File: config.mk
export PLATFORM = sky130hd
export DESIGN_NAME = mfp_ahb_gpio_irq
export DESIGN_NICKNAME = d
export VERILOG_FILES = /design/src/rtl/mfp_ahb_gpio_irq_pkg.sv /design/src/rtl/mfp_sync_edge.sv /design/src/rtl/mfp_ahb_gpio_irq.sv
export SDC_FILE = /design/constraint.sdc
export NUM_CORES = 1
export LEC_CHECK = 0
export ABC_CLOCK_PERIOD_IN_PS = 2040
export BUFFER_PORTS_ARGS = -buffer_cell sky130_fd_sc_hd__buf_2
export CAP_MARGIN = 10
export CORE_ASPECT_RATIO = 0.7
export CORE_MARGIN = 2
export CORE_UTILIZATION = 52
export DETAILED_ROUTE_END_ITERATION = 7
export PLACE_DENSITY_LB_ADDON = 0.05
export SYNTH_ARGS = -nofsm -noshare
export SYNTH_HDL_FRONTEND = slang
export SYNTH_HIERARCHICAL = 1
export SYNTH_SLANG_ARGS = --single-unit
File: constraint.sdc
create_clock -name HCLK -period 2.04 [get_ports HCLK]
set_clock_uncertainty 0.2 [all_clocks]
set_input_delay 0.306 -clock HCLK [delete_from_list [all_inputs] [get_ports HCLK]]
set_output_delay 0.306 -clock HCLK [all_outputs]
set_load 0.02 [all_outputs]
File: src/rtl/mfp_ahb_gpio_irq_pkg.sv
// rtl/mfp_ahb_gpio_irq_pkg.sv - register indices and bus constants for the GPIO/IRQ slave
package mfp_ahb_gpio_irq_pkg;

  localparam logic [3:0] H_SW_IONUM      = 4'd0;
  localparam logic [3:0] H_PB_IONUM      = 4'd1;
  localparam logic [3:0] H_LED_IONUM     = 4'd2;
  localparam logic [3:0] H_BOTINFO_IONUM = 4'd3;
  localparam logic [3:0] H_BOTCTRL_IONUM = 4'd4;
  localparam logic [3:0] H_STATUS_IONUM  = 4'd5;
  localparam logic [3:0] H_ENABLE_IONUM  = 4'd6;
  localparam logic [3:0] H_BOTUPDT_IONUM = 4'd7;

  localparam logic [1:0] HTRANS_IDLE = 2'b00;

endpackage

File: src/rtl/mfp_sync_edge.sv
// rtl/mfp_sync_edge.sv - 2-flop synchroniser with rising-edge detect
module mfp_sync_edge #(
  parameter int W = 1
) (
  input  logic         i_clk,
  input  logic         i_rstn,
  input  logic [W-1:0] i_d,
  output logic [W-1:0] o_q,
  output logic [W-1:0] o_rise
);

  logic [W-1:0] r_s1;
  logic [W-1:0] r_s2;
  logic [W-1:0] r_s3;

  // Two metastability flops, then a third holding the previous synchronised value
  always_ff @(posedge i_clk or negedge i_rstn) begin
    if (!i_rstn) begin
      r_s1 <= '0;
      r_s2 <= '0;
      r_s3 <= '0;
    end else begin
      r_s1 <= i_d;
      r_s2 <= r_s1;
      r_s3 <= r_s2;
    end
  end

  assign o_q    = r_s2;
  assign o_rise = r_s2 & ~r_s3;

endmodule

File: src/rtl/mfp_ahb_gpio_irq.sv
// rtl/mfp_ahb_gpio_irq.sv - AHB-Lite GPIO slave with sticky edge capture and maskable IRQ
module mfp_ahb_gpio_irq
  import mfp_ahb_gpio_irq_pkg::*;
#(
  parameter int N_SW  = 16,
  parameter int N_PB  = 5,
  parameter int N_LED = 16
) (
  input  logic             HCLK,
  input  logic             HRESETn,
  input  logic [3:0]       HADDR,
  input  logic [1:0]       HTRANS,
  input  logic             HWRITE,
  input  logic             HSEL,
  input  logic [31:0]      HWDATA,
  output logic [31:0]      HRDATA,
  input  logic [N_SW-1:0]  IO_Switch,
  input  logic [N_PB-1:0]  IO_PB,
  output logic [N_LED-1:0] IO_LED,
  output logic [7:0]       IO_BotCtrl,
  input  logic [31:0]      IO_BotInfo,
  input  logic             IO_BotUpdt_Sync,
  output logic             IO_INT_ACK,
  output logic             IRQ
);

  logic [3:0]    r_haddr_d;
  logic [1:0]    r_htrans_d;
  logic          r_hwrite_d;
  logic          r_hsel_d;
  logic          r_botupdt_q;
  logic [N_PB:0] r_status;
  logic [N_PB:0] r_enable;

  logic [N_SW-1:0] w_sw;
  logic [N_SW-1:0] w_sw_rise;
  logic [N_PB-1:0] w_pb;
  logic [N_PB-1:0] w_pb_rise;
  logic            w_bot_rise;
  logic            w_we;
  logic            w_re;
  logic            w_status_we;
  logic [N_PB:0]   w_clr;
  logic [N_PB:0]   w_set;
  logic [31:0]     w_rdata;

  mfp_sync_edge #(.W(N_SW)) u_sync_sw (
    .i_clk  (HCLK),
    .i_rstn (HRESETn),
    .i_d    (IO_Switch),
    .o_q    (w_sw),
    .o_rise (w_sw_rise)
  );

  mfp_sync_edge #(.W(N_PB)) u_sync_pb (
    .i_clk  (HCLK),
    .i_rstn (HRESETn),
    .i_d    (IO_PB),
    .o_q    (w_pb),
    .o_rise (w_pb_rise)
  );

  assign w_bot_rise  = IO_BotUpdt_Sync & ~r_botupdt_q;
  assign w_we        = (r_htrans_d != HTRANS_IDLE) & r_hsel_d & r_hwrite_d;
  assign w_re        = HSEL & ~HWRITE & (HTRANS != HTRANS_IDLE);
  assign w_status_we = w_we & (r_haddr_d == H_STATUS_IONUM);
  assign w_clr       = w_status_we ? HWDATA[N_PB:0] : '0;
  assign w_set       = {w_pb_rise, w_bot_rise};

  // Read mux on the undelayed address so data is ready in the data phase
  always_comb begin
    w_rdata = '0;
    case (HADDR)
      H_SW_IONUM:      w_rdata = 32'(w_sw);
      H_PB_IONUM:      w_rdata = 32'(w_pb);
      H_LED_IONUM:     w_rdata = 32'(IO_LED);
      H_BOTINFO_IONUM: w_rdata = IO_BotInfo;
      H_BOTCTRL_IONUM: w_rdata = {24'd0, IO_BotCtrl};
      H_STATUS_IONUM:  w_rdata = 32'(r_status);
      H_ENABLE_IONUM:  w_rdata = 32'(r_enable);
      H_BOTUPDT_IONUM: w_rdata = {31'd0, IO_BotUpdt_Sync};
      default:         w_rdata = '0;
    endcase
  end

  // Address-phase pipeline, read data capture and bot-update history
  always_ff @(posedge HCLK or negedge HRESETn) begin
    if (!HRESETn) begin
      r_haddr_d   <= '0;
      r_htrans_d  <= HTRANS_IDLE;
      r_hwrite_d  <= 1'b0;
      r_hsel_d    <= 1'b0;
      r_botupdt_q <= 1'b0;
      HRDATA      <= '0;
    end else begin
      r_haddr_d   <= HADDR;
      r_htrans_d  <= HTRANS;
      r_hwrite_d  <= HWRITE;
      r_hsel_d    <= HSEL;
      r_botupdt_q <= IO_BotUpdt_Sync;
      if (w_re) HRDATA <= w_rdata;
    end
  end

  // Data-phase register writes; a capture event beats a simultaneous W1C
  always_ff @(posedge HCLK or negedge HRESETn) begin
    if (!HRESETn) begin
      IO_LED     <= '0;
      IO_BotCtrl <= '0;
      r_enable   <= '0;
      r_status   <= '0;
      IO_INT_ACK <= 1'b0;
      IRQ        <= 1'b0;
    end else begin
      if (w_we && r_haddr_d == H_LED_IONUM)     IO_LED     <= HWDATA[N_LED-1:0];
      if (w_we && r_haddr_d == H_BOTCTRL_IONUM) IO_BotCtrl <= HWDATA[7:0];
      if (w_we && r_haddr_d == H_ENABLE_IONUM)  r_enable   <= HWDATA[N_PB:0];
      r_status   <= (r_status & ~w_clr) | w_set;
      // Acknowledge only when a pending bot update is genuinely retired
      IO_INT_ACK <= w_status_we & HWDATA[0] & r_status[0] & ~w_bot_rise;
      IRQ        <= |(r_status & r_enable);
    end
  end

endmodule
Word-level counts from Yosys, hierarchy flattened --
Index checks and enable logic that the tools add are counted.
Storage, ports and cells: bits in registers 126, logic and storage cells 55, input port bits 96, output and inout bits 58
Cells by class: multiplexer cells 2, eq/ne operators 11, bitwise operators 18, reductions and logical operators 7
Operators by type and width (count):
- $pmux 32 s8 | 1
- $eq 4x3->1 const B | 7
- $and 6x6->6 | 2
- $eq 4x2->1 const B | 3
- $and 1x1->1 | 9
- $mux 6 | 1
- $not 6->6 | 1
- $or 6x6->6 | 1
- $reduce_or 6->1 | 1
- $and 5x5->5 | 1
- $not 5->5 | 1
- $eq 4x1->1 const B | 1
- $logic_not 4->1 | 1
- $reduce_bool 2->1 | 2
- $logic_and 1x1->1 | 3
- $not 1->1 | 3

Longest topological paths before layout --
Gate-level depths: netlist of the first run.
depth after elaboration 8, gate-level depth with buffers 6, depth with buffers taken out 4

Modules after synthesis --
The synthesis of the first run kept the hierarchy.
By module, submodules not included:
- mfp_ahb_gpio_irq | sequential area each 1976.9 µm², area an instance 3607.2 µm², cells an instance 273, instances 1
- mfp_sync_edge at u_sync_sw | sequential area each 1201.2 µm², area an instance 1421.4 µm², cells an instance 64, instances 1
- mfp_sync_edge at u_sync_pb | sequential area each 375.4 µm², area an instance 444.2 µm², cells an instance 20, instances 1

Least setup slack after synthesis of the first run --
Ideal clock, no wire load.
path kind register to register, from register r_haddr_d[0], to register IO_LED[10], data required time 1.715 ns, data arrival time 1.403 ns, clock period less this slack 1.728 ns, stages on the path, launching flop included 6, library setup time 0.125 ns, buffers on the path 2, path slack 0.312 ns, path through dfrtp_1 > nor4_2 > and3b_1 > buf_6 > buf_12 > mux2_4
On the way: word-level cells in the longest chain between the ends 2
Ends and longest elaborated chain:
- start, declared | line mfp_ahb_gpio_irq.sv:27 | logic [3:0] r_haddr_d;
- start signal, assigned | line mfp_ahb_gpio_irq.sv:89 | r_haddr_d <= '0;
- start signal, assigned | line mfp_ahb_gpio_irq.sv:96 | r_haddr_d <= HADDR;
- $eq 4x2->1 | line mfp_ahb_gpio_irq.sv:115 | if (w_we && r_haddr_d == H_LED_IONUM) IO_LED <= HWDATA[N_LED-1:0];
- $logic_and 1x1->1 | line mfp_ahb_gpio_irq.sv:115
- end signal, assigned | line mfp_ahb_gpio_irq.sv:115
- end, declared | line mfp_ahb_gpio_irq.sv:19 | output logic [N_LED-1:0] IO_LED,
Every way passes these cells. A chain may end at the register's enable or synchronous reset.

Worst setup path after layout of the first run --
from register r_haddr_d[0], to register IO_BotCtrl[3]
On the way: word-level cells in the longest chain between the ends 2
Ends and longest elaborated chain:
- $eq 4x3->1 | line mfp_ahb_gpio_irq.sv:116 | if (w_we && r_haddr_d == H_BOTCTRL_IONUM) IO_BotCtrl <= HWDATA[7:0];
- $logic_and 1x1->1 | line mfp_ahb_gpio_irq.sv:116
- end signal, assigned | line mfp_ahb_gpio_irq.sv:116
- end, declared | line mfp_ahb_gpio_irq.sv:20 | output logic [7:0] IO_BotCtrl,
Every way passes these cells.

==> flow_summary.yaml, run 1 <==
status:
  status: "finished, final reports clean"
min_path:
  hp-class: "input port to register"
  hold_path_end: "r_haddr_d[0]"
  hold_depth: 2
  hold_start: "HADDR[0]"
yosys:
  syn_inst: 325
  synth_nets: 421
  synth_area_um2: 4850
  ys_warn_count: 6
  avgSynthCellArea_um2: 14.9
clocking:
  clockBufferDepth: 2
  clock_sinks: 126
  cts_root_buf: "clkbuf_16"
  worst_skew_pair.late_latency_ps: 410
  cts_setup_buffers: 0
  htree_levels: 4
  cts.clk_slew.worst_paths_ps: 60
  cts_buffers: 17
  cts_tree: "yes"
critical_path:
  rrSetupSlack_ps: 100
  reg2reg_from: "r_haddr_d[0]"
  cpPeakStageDelay_ps: 380
  worstSetupStartpointType: "register"
  crit_chain: "nor4_2, and3b_1, buf_4, mux2_2"
  cp.arrival_ps: 2030
  critical-path-top-delay-family: "simple AND/OR/NAND/NOR gates"
  rr_worst_depth: 4
  path_class: "register to register"
  cp-startpoint: "r_haddr_d[0]"
  crit_slowest_cell: "dfrtp_1"
  r2r_end: "IO_BotCtrl[3]"
  worst-path-stages: 4
  crit_path_end_kind: "register"
  required_ps: 2130
  path_max_fanout: 4
  critical_path_buf_inv_count: 1
routing:
  wl_um: 12000
  wl_per_cell_um: 17.6
  vias: 3547
  vias_per_cell: 5.21
  first_pass_iters: 5
  drc: 0
  drt-initial-drc-count: 229
  ant_nets: 0
place:
  placed_cells: 589
  routabilityCongestion: 0.777
  hpwl_um: 7740
  io_buffers: 137
  place_area_um2: 5770
final_layout:
  area_growth_pct: 43.8
  n_fill_cell: 574
  diodes: 0
  fin_area_um2: 6980
  fin_nets: 640
  drive_gt1_frac: 0.438
  fin_cells: 681
  multi_input_area_um2: 1560
  regArea_um2: 3150
sta:
  slew_viol_final: 0
  max-slew-margin-rel: 0.636
  worst_pin_slew_ps: 546
  hold_viol: 0
  layout_min_cycle_time_ps: 1940
  grt_setup_unrepaired: "no"
  period_share: 0.950
  max_freq_mhz: 516
  setup_viol_count_final: 0
  final.setup.tns_ps: 0
die:
  die_w_um: 119
  num_rows: 29
  die_h_um: 84.8
  start_util: 0.535
  die-area_um2: 10100
  io_pins: 154
  core-area_um2: 9070
grt:
  grt_usage: 0.254
  antenna_found_initial: 0
  grt_pass1_vias: 3761
  grt_overflow: 0
  grt_max_degree: 35
  grt_pass1_wl_um: 19600
power_and_ir_drop:
  pwr_density_cell_nw_per_um2: 970
  p_leak_nw: 3.42
  peakVddDrop_mv: 0.717
job:
  cap_violations: 0
[power breakdown]
| group | internal, mW | switching (mW) | total (mW) |
|---|---|---|---|
| Sequential | 2.70 | 0.132 | 2.84 |
| Combinational | 0.451 | 0.466 | 0.917 |
| Clock | 1.90 | 1.12 | 3.02 |
[routing by layer]
metal	part of all wire	track usage	wire length (µm)	up-vias
met5	0	0	0	-
met4	0.0085	0.0588	102	0
met3	0.086	0.0780	1030	13
met2	0.47	0.391	5560	149
met1	0.44	0.362	5260	1749
li1	-	-	-	1636
[worst max path at each step]
| stage | to | slack (ps) |
|---|---|---|
| 2_1_floorplan | IO_LED[10] | 310 |
| 3_3_place_gp | IO_BotCtrl[3] | 160 |
| 3_5_place_dp | IO_BotCtrl[3] | 120 |
| 4_1_cts | IO_BotCtrl[3] | 110 |
| 5_1_grt | IO_BotCtrl[3] | 30 |
| 6_report | IO_BotCtrl[3] | 100 |
[state kept, by name (all words and copies together), names as in the netlist]
register / flops
r_haddr_d: 4
u_sync_pb/r_s3: 5
u_sync_pb/o_q: 5
HRDATA: 32
r_enable: 6
IO_LED: 16
r_htrans_d: 2
r_status: 6
IO_INT_ACK: 1
r_hwrite_d: 1
r_hsel_d: 1
u_sync_pb/r_s1: 5
u_sync_sw/o_q: 16
IRQ: 1
r_botupdt_q: 1
u_sync_sw/r_s1: 16
IO_BotCtrl: 8
[final cells by class]
type / count / share of cell area
Sequential cell: 126 / 0.452
Clock buffer: 20 / 0.0669
Multi-Input combinational cell: 176 / 0.224
Clock inverter: 12 / 0.0195
Timing Repair Buffer: 218 / 0.213
Inverter: 5 / 0.00269
Tap cell: 124 / 0.0222
[through the flow]
step / utilization / total power, mW / worst slack, ps / hold slack (ps)
detailed placement: 0.637 / 3.70 / 116 / 24.5
global placement: 0.637 / 3.68 / 162 / 22.5
CTS: 0.769 / 6.82 / 109 / 78.1
floorplan: - / 3.32 / 312 / -190
global route: 0.769 / 7.04 / 26.4 / 86.0
finish: 0.769 / 6.77 / 101 / 85.9
[what timing repair did]
item	4_1_cts	5_1_grt
resized for setup	0	0
endpoints found under the hold margin	202	0
hold buffers	60	0
[layout by cell type, fill, tap and decap left out, types with 8 or more instances in the layout]
master and n:
buf_4 19, dfrtp_1 126, nand3b_1 8, clkbuf_16 17, a22oi_1 11, mux2i_1 10
a22o_1 25, nand2_1 19, o21ai_0 9, mux2_4 10, dlygate4sd3_1 60, buf_2 136
mux2_2 30
No activity file was read; power rests on OpenSTA's default activity.
==> run 2, diff against run 1 <==
CORE_UTILIZATION = 54   (was 52)
CTS_BUF_LIST = sky130_fd_sc_hd__clkbuf_8   (was not set)
CTS_CLUSTER_SIZE = 24   (was not set)
==> run 2 against run 1 <==
Compared with the run above: first-iteration DRC count rose by 58%; clock power is 35% lower; worst hold slack worse by 1.6 ps; wire length up 1.9%; utilization rose by 1.4 points; total power fell by 16%; critical path depth grew 2; final cell count down 0.88%; highest routed layer unchanged; sequential share of layout area rose by 1.7 points; sequential cell count is the same; via count up 0.65%; cell area is 3.6% lower.
==> flow_summary.yaml, run 2 (synthesized netlist as in run 1, its figures left out) <==
status:
  status: "finished, final reports clean"
clocking:
  cts_root_buf: "clkbuf_8"
  worst_skew_pair.late_latency_ps: 430
  cts_buffers: 17
  htree_levels: 4
  clockBufferDepth: 2
  clock_sinks: 126
  cts_tree: "yes"
  cts.clk_slew.worst_paths_ps: 70
grt:
  antenna_found_initial: 0
  grt_pass1_wl_um: 19400
  grt_pass1_vias: 3694
  met2_usage: 0.413
  grt_overflow: 0
  grt_max_degree: 62
  top_usage_layer: "met2"
  gr-usage-met3: 0.0832
  gr-usage-met1: 0.372
  grt_usage: 0.269
power_and_ir_drop:
  switchingPower_mw: 1.51
  p_leak_nw: 3.34
  swShare: 0.264
  seq_power_share: 0.496
  peakVddDrop_mv: 0.703
  pwr_density_cell_nw_per_um2: 850
  p_comb_frac: 0.161
  clkPwrFrac: 0.343
  p_int_mw: 4.21
final_layout:
  multi_input_area_um2: 1560
  fin_area_um2: 6720
  final_common_cell: "buf_2"
  area_growth_pct: 38.6
  top_register: "HRDATA"
  fin_cells: 675
  post-route-util: 0.783
  mostFrequentLayoutCells: "buf_2 (135), dfrtp_1 (126), dlygate4sd3_1 (62), mux2_2 (30), a22o_1 (25)"
  fin_nets: 640
  largest_reg_flops: 32
  n_fill_cell: 551
  drive_gt1_frac: 0.429
  diodes: 0
  regArea_um2: 3150
die:
  num_rows: 28
  die-area_um2: 9770
  die_h_um: 83.3
  core-area_um2: 8580
  io_pins: 154
  die_w_um: 117
  start_util: 0.565
place:
  place_area_um2: 5740
  placed_cells: 583
  hpwl_um: 7790
  routabilityCongestion: 0.836
  io_buffers: 137
critical_path:
  worstSetupStartpointType: "input port"
  cp-startpoint: "HADDR[2]"
  path_max_fanout: 21
  rr_worst_depth: 4
  path_class: "input port to register"
  required_ps: 2210
  reg2reg_from: "r_haddr_d[0]"
  cp.arrival_ps: 2110
  crit_path_end_kind: "register"
  rrSetupSlack_ps: 190
routing:
  wl_per_cell_um: 18.0
  vias_per_cell: 5.29
  drc: 0
  ant_nets: 0
  first_pass_iters: 4
  wl_um: 12200
  vias: 3570
  drt-initial-drc-count: 362
sta:
  setup_viol_count_final: 0
  final.setup.tns_ps: 0
  max_freq_mhz: 515
  max-slew-margin-rel: 0.562
  grt_setup_unrepaired: "no"
  slew_viol_final: 0
  layout_min_cycle_time_ps: 1940
  period_share: 0.952
  hold_slack_ps: 84.3
  hold_viol: 0
  worst_pin_slew_ps: 656
job:
  cap_violations: 0
min_path:
  hold_depth: 4
  hp-class: "input port to register"
  hold_start: "IO_BotInfo[10]"
==> run 2: power by group through the flow <==
stage          clock network [mW]  logic [mW]  registers, mW
2_1_floorplan                   0       0.312           3.00
3_3_place_gp                    0       0.810           2.86
3_5_place_dp                    0       0.826           2.87
4_1_cts                      1.99       0.922           2.83
5_1_grt                      2.11       0.994           2.86
6_report                     1.96       0.922           2.83
==> run 2: layout make-up <==
class | instances | area share
repair buffers | 218 | 0.220
flip-flops and latches | 126 | 0.469
clock inverters | 9 | 0.0104
multi-input cells | 176 | 0.233
clock buffers | 21 | 0.0430
inverters | 5 | 0.00279
well taps | 120 | 0.0223
==> run 2: through the flow <==
step / power [mW] / worst slack [ps]
5_1_grt: 5.97 / 26.6
4_1_cts: 5.74 / 53.7
3_5_place_dp: 3.70 / 173
2_1_floorplan: 3.32 / 312
3_3_place_gp: 3.67 / 201
6_report: 5.72 / 98.0
==> run 2: layer usage <==
metal  routed length (µm)  part of all wire
met1                 5300              0.44
met2                 5920              0.49
met3                  840             0.069
met4                  119            0.0098
met5                    0                 0
==> run 2: final timing paths <==
check                                     to
max reg2reg                        IO_LED[3]
max                                HRDATA[3]
max in group asynchronous         IO_LED[13]
min in group asynchronous  u_sync_sw/r_s1[4]
min reg2reg                 u_sync_sw/o_q[2]
min                               HRDATA[10]
==> run 2: critical path, stage by stage <==
cell,delay [ps]
dlygate4sd3_1,540
clkbuf_4,310
inv_1,100
or3_4,420
o221ai_1,260
a22o_1,170
==> run 2: what timing repair did <==
item,4_1_cts,5_1_grt
hold buffers,62,0
gates resized for setup,0,1
buffers inserted,0,0
hold endpoints to repair,208,0
setup endpoints to repair,0,3
==> run 3, diff against run 2 <==
CORE_UTILIZATION = 52   (was 54)
SYNTH_HIERARCHICAL = not set   (was 1)
==> run 3 against run 2 <==
Compared with the run above: register-to-register slack worse by 20 ps; synthesized area is 2.9% lower; combinational power is 3.7% lower; first-iteration DRC count is 33% lower; critical path depth stayed put; utilization is 4.1 points lower; via count is 4.5% lower; wire length is 6.8% lower; global-route usage is 2.1 points lower; cell area is 1.4% lower; critical endpoint is now HRDATA[5].
==> flow_summary.yaml, run 3 <==
status:
  status: "finished, final reports clean"
sta:
  max_freq_mhz: 532
  final.setup.tns_ps: 0
  worst_pin_slew_ps: 802
  grt_setup_unrepaired: "no"
  hold_viol: 0
  setup_viol_count_final: 0
  period_share: 0.922
  max-slew-margin-rel: 0.463
  slew_viol_final: 0
  layout_min_cycle_time_ps: 1880
  layout_setup_ws_ps: 159
final_layout:
  fin_nets: 621
  largest_reg_flops: 32
  multi_input_area_um2: 1410
  regArea_um2: 3150
  final_common_cell: "buf_2"
  diodes: 0
  mostFrequentLayoutCells: "buf_2 (136), dfrtp_1 (126), dlygate4sd3_1 (61), a22o_1 (48), mux2_2 (44)"
  top_register: "HRDATA"
  drive_gt1_frac: 0.430
  area_growth_pct: 40.6
  post-route-util: 0.743
  n_fill_cell: 643
  fin_area_um2: 6630
power_and_ir_drop:
  p_comb_frac: 0.149
  swShare: 0.254
  clkPwrFrac: 0.378
  p_int_mw: 4.44
  p_leak_nw: 3.33
  pwr_density_cell_nw_per_um2: 899
  switchingPower_mw: 1.52
  seq_power_share: 0.473
  peakVddDrop_mv: 0.721
die:
  die_w_um: 118
  die_h_um: 83.7
  num_rows: 29
  core-area_um2: 8930
  start_util: 0.528
  io_pins: 154
  die-area_um2: 9850
yosys:
  synth_seq_area_share: 0.669
  avgSynthCellArea_um2: 15.1
  syn_inst: 312
  yosysTopAreaCellShare: 0.669
  async_reset_ff_frac: 1.00
  ys_top_cells_by_count: "dfrtp_1 (126), a22o_1 (48), mux2_2 (44)"
  synthDistinctLibCells: 36
  synth_seq_cells: 126
  yosys.area.top_type: "dfrtp_1"
  ys_warn_count: 0
  synth_nets: 408
  synth_edf_count: 0
  synth_area_um2: 4710
  ys.flop_type: "dfrtp_1"
  ys_top_cells_by_area: "dfrtp_1 (67%), mux2_2 (11%), a22o_1 (8.9%)"
  yosysMostFrequentCell: "dfrtp_1"
clocking:
  cts_tree: "yes"
  htree_levels: 4
  clock_sinks: 126
  cts_buffers: 17
  clockBufferDepth: 2
  cts_root_buf: "clkbuf_8"
  worst_skew_pair.late_latency_ps: 430
  cts.clk_slew.worst_paths_ps: 70
critical_path:
  rrSetupSlack_ps: 170
  required_ps: 2200
  rr_worst_depth: 4
  worst-path-stages: 6
  path_class: "input port to register"
  crit_chain: "dlygate4sd3_1, buf_2, inv_1, o211ai_1, nor2_1, a32o_1"
  crit_slowest_cell: "nor2_1"
  critical_path_buf_inv_count: 3
  cp-startpoint: "HWRITE"
  critical-path-top-delay-family: "buffers and inverters"
  worstSetupStartpointType: "input port"
  reg2reg_from: "r_haddr_d[3]"
  cp.arrival_ps: 2040
  cpPeakStageDelay_ps: 620
  path_max_fanout: 8
  crit_path_end_kind: "register"
grt:
  grt_pass1_vias: 3548
  grt_pass1_wl_um: 18500
  antenna_found_initial: 0
  grt_overflow: 0
  grt_max_degree: 74
  grt_usage: 0.248
place:
  routabilityCongestion: 0.845
  hpwl_um: 7170
  place_area_um2: 5600
  post-place-ws_ps: 91.3
  io_buffers: 137
routing:
  vias_per_cell: 5.16
  first_pass_iters: 5
  ant_nets: 0
  drc: 0
  wl_um: 11300
  drt-initial-drc-count: 243
  wl_per_cell_um: 17.2
  vias: 3409
min_path:
  hold_start: "IO_BotInfo[2]"
  hp-class: "input port to register"
  hold_depth: 4
job:
  cap_violations: 0
==> run 3: tightest hold or removal path, stage by stage <==
cell and delay, ps:
buf_2 80, a32oi_1 90, o211ai_1 80, a22o_1 120
==> run 3: kinds of logic (layout without fill, tap and decap cells) <==
logic type | Yosys count | in the layout | share of synthesized area
AOI/OAI and AO/OA | 73 | 73 | 0.129
muxes | 53 | 53 | 0.130
DFF | 126 | 126 | 0.669
and+or+nand+nor | 32 | 32 | 0.0393
buffers and inverters | 28 | 253 | 0.0329
==> run 3: cell type report <==
type                            count  share of cell area
Clock buffer                       17              0.0353
Clock inverter                     14              0.0268
Inverter                            9             0.00510
Multi-Input combinational cell    158               0.213
Sequential cell                   126               0.476
Tap cell                          124              0.0234
Timing Repair Buffer              213               0.221
==> run 3: worst paths after layout <==
| check | endpoint |
|---|---|
| max reg2reg | IO_LED[3] |
| min | HRDATA[2] |
| min in group asynchronous | IO_LED[1] |
| max in group asynchronous | IO_LED[8] |
| min reg2reg | u_sync_sw.o_q[1] |
| max | HRDATA[5] |
==> run 3: per-layer routing <==
layer | global-route usage | wire length [µm]
met1 | 0.338 | 5230
met5 | 0 | 0
met2 | 0.386 | 5230
met3 | 0.0724 | 748
met4 | 0.0821 | 144
==> run 3: power groups by stage <==
stage	sequential (mW)	combinational [mW]	clock, mW
floorplan	3.00	0.298	0
global placement	2.85	0.785	0
CTS	2.82	0.890	2.30
finish	2.82	0.888	2.25
global route	2.85	0.956	2.41
detailed placement	2.86	0.797	0
==> run 3: metrics by stage <==
step / total power [mW] / cells / hold WS, ps
after detailed placement: 3.66 / 569 / 132
after CTS: 6.01 / 661 / 55.7
after global routing: 6.22 / 661 / 65.9
final: 5.96 / 661 / 85.3
after global placement: 3.64 / 569 / 131
after floorplan: 3.30 / 312 / -190
==> run 3: timing repair <==
item / in CTS / in global routing
buffers inserted: 0 / 0
hold endpoints to repair: 204 / 0
gates resized for setup: 0 / 2
hold buffers: 61 / 0
endpoints found under the setup margin: 0 / 31
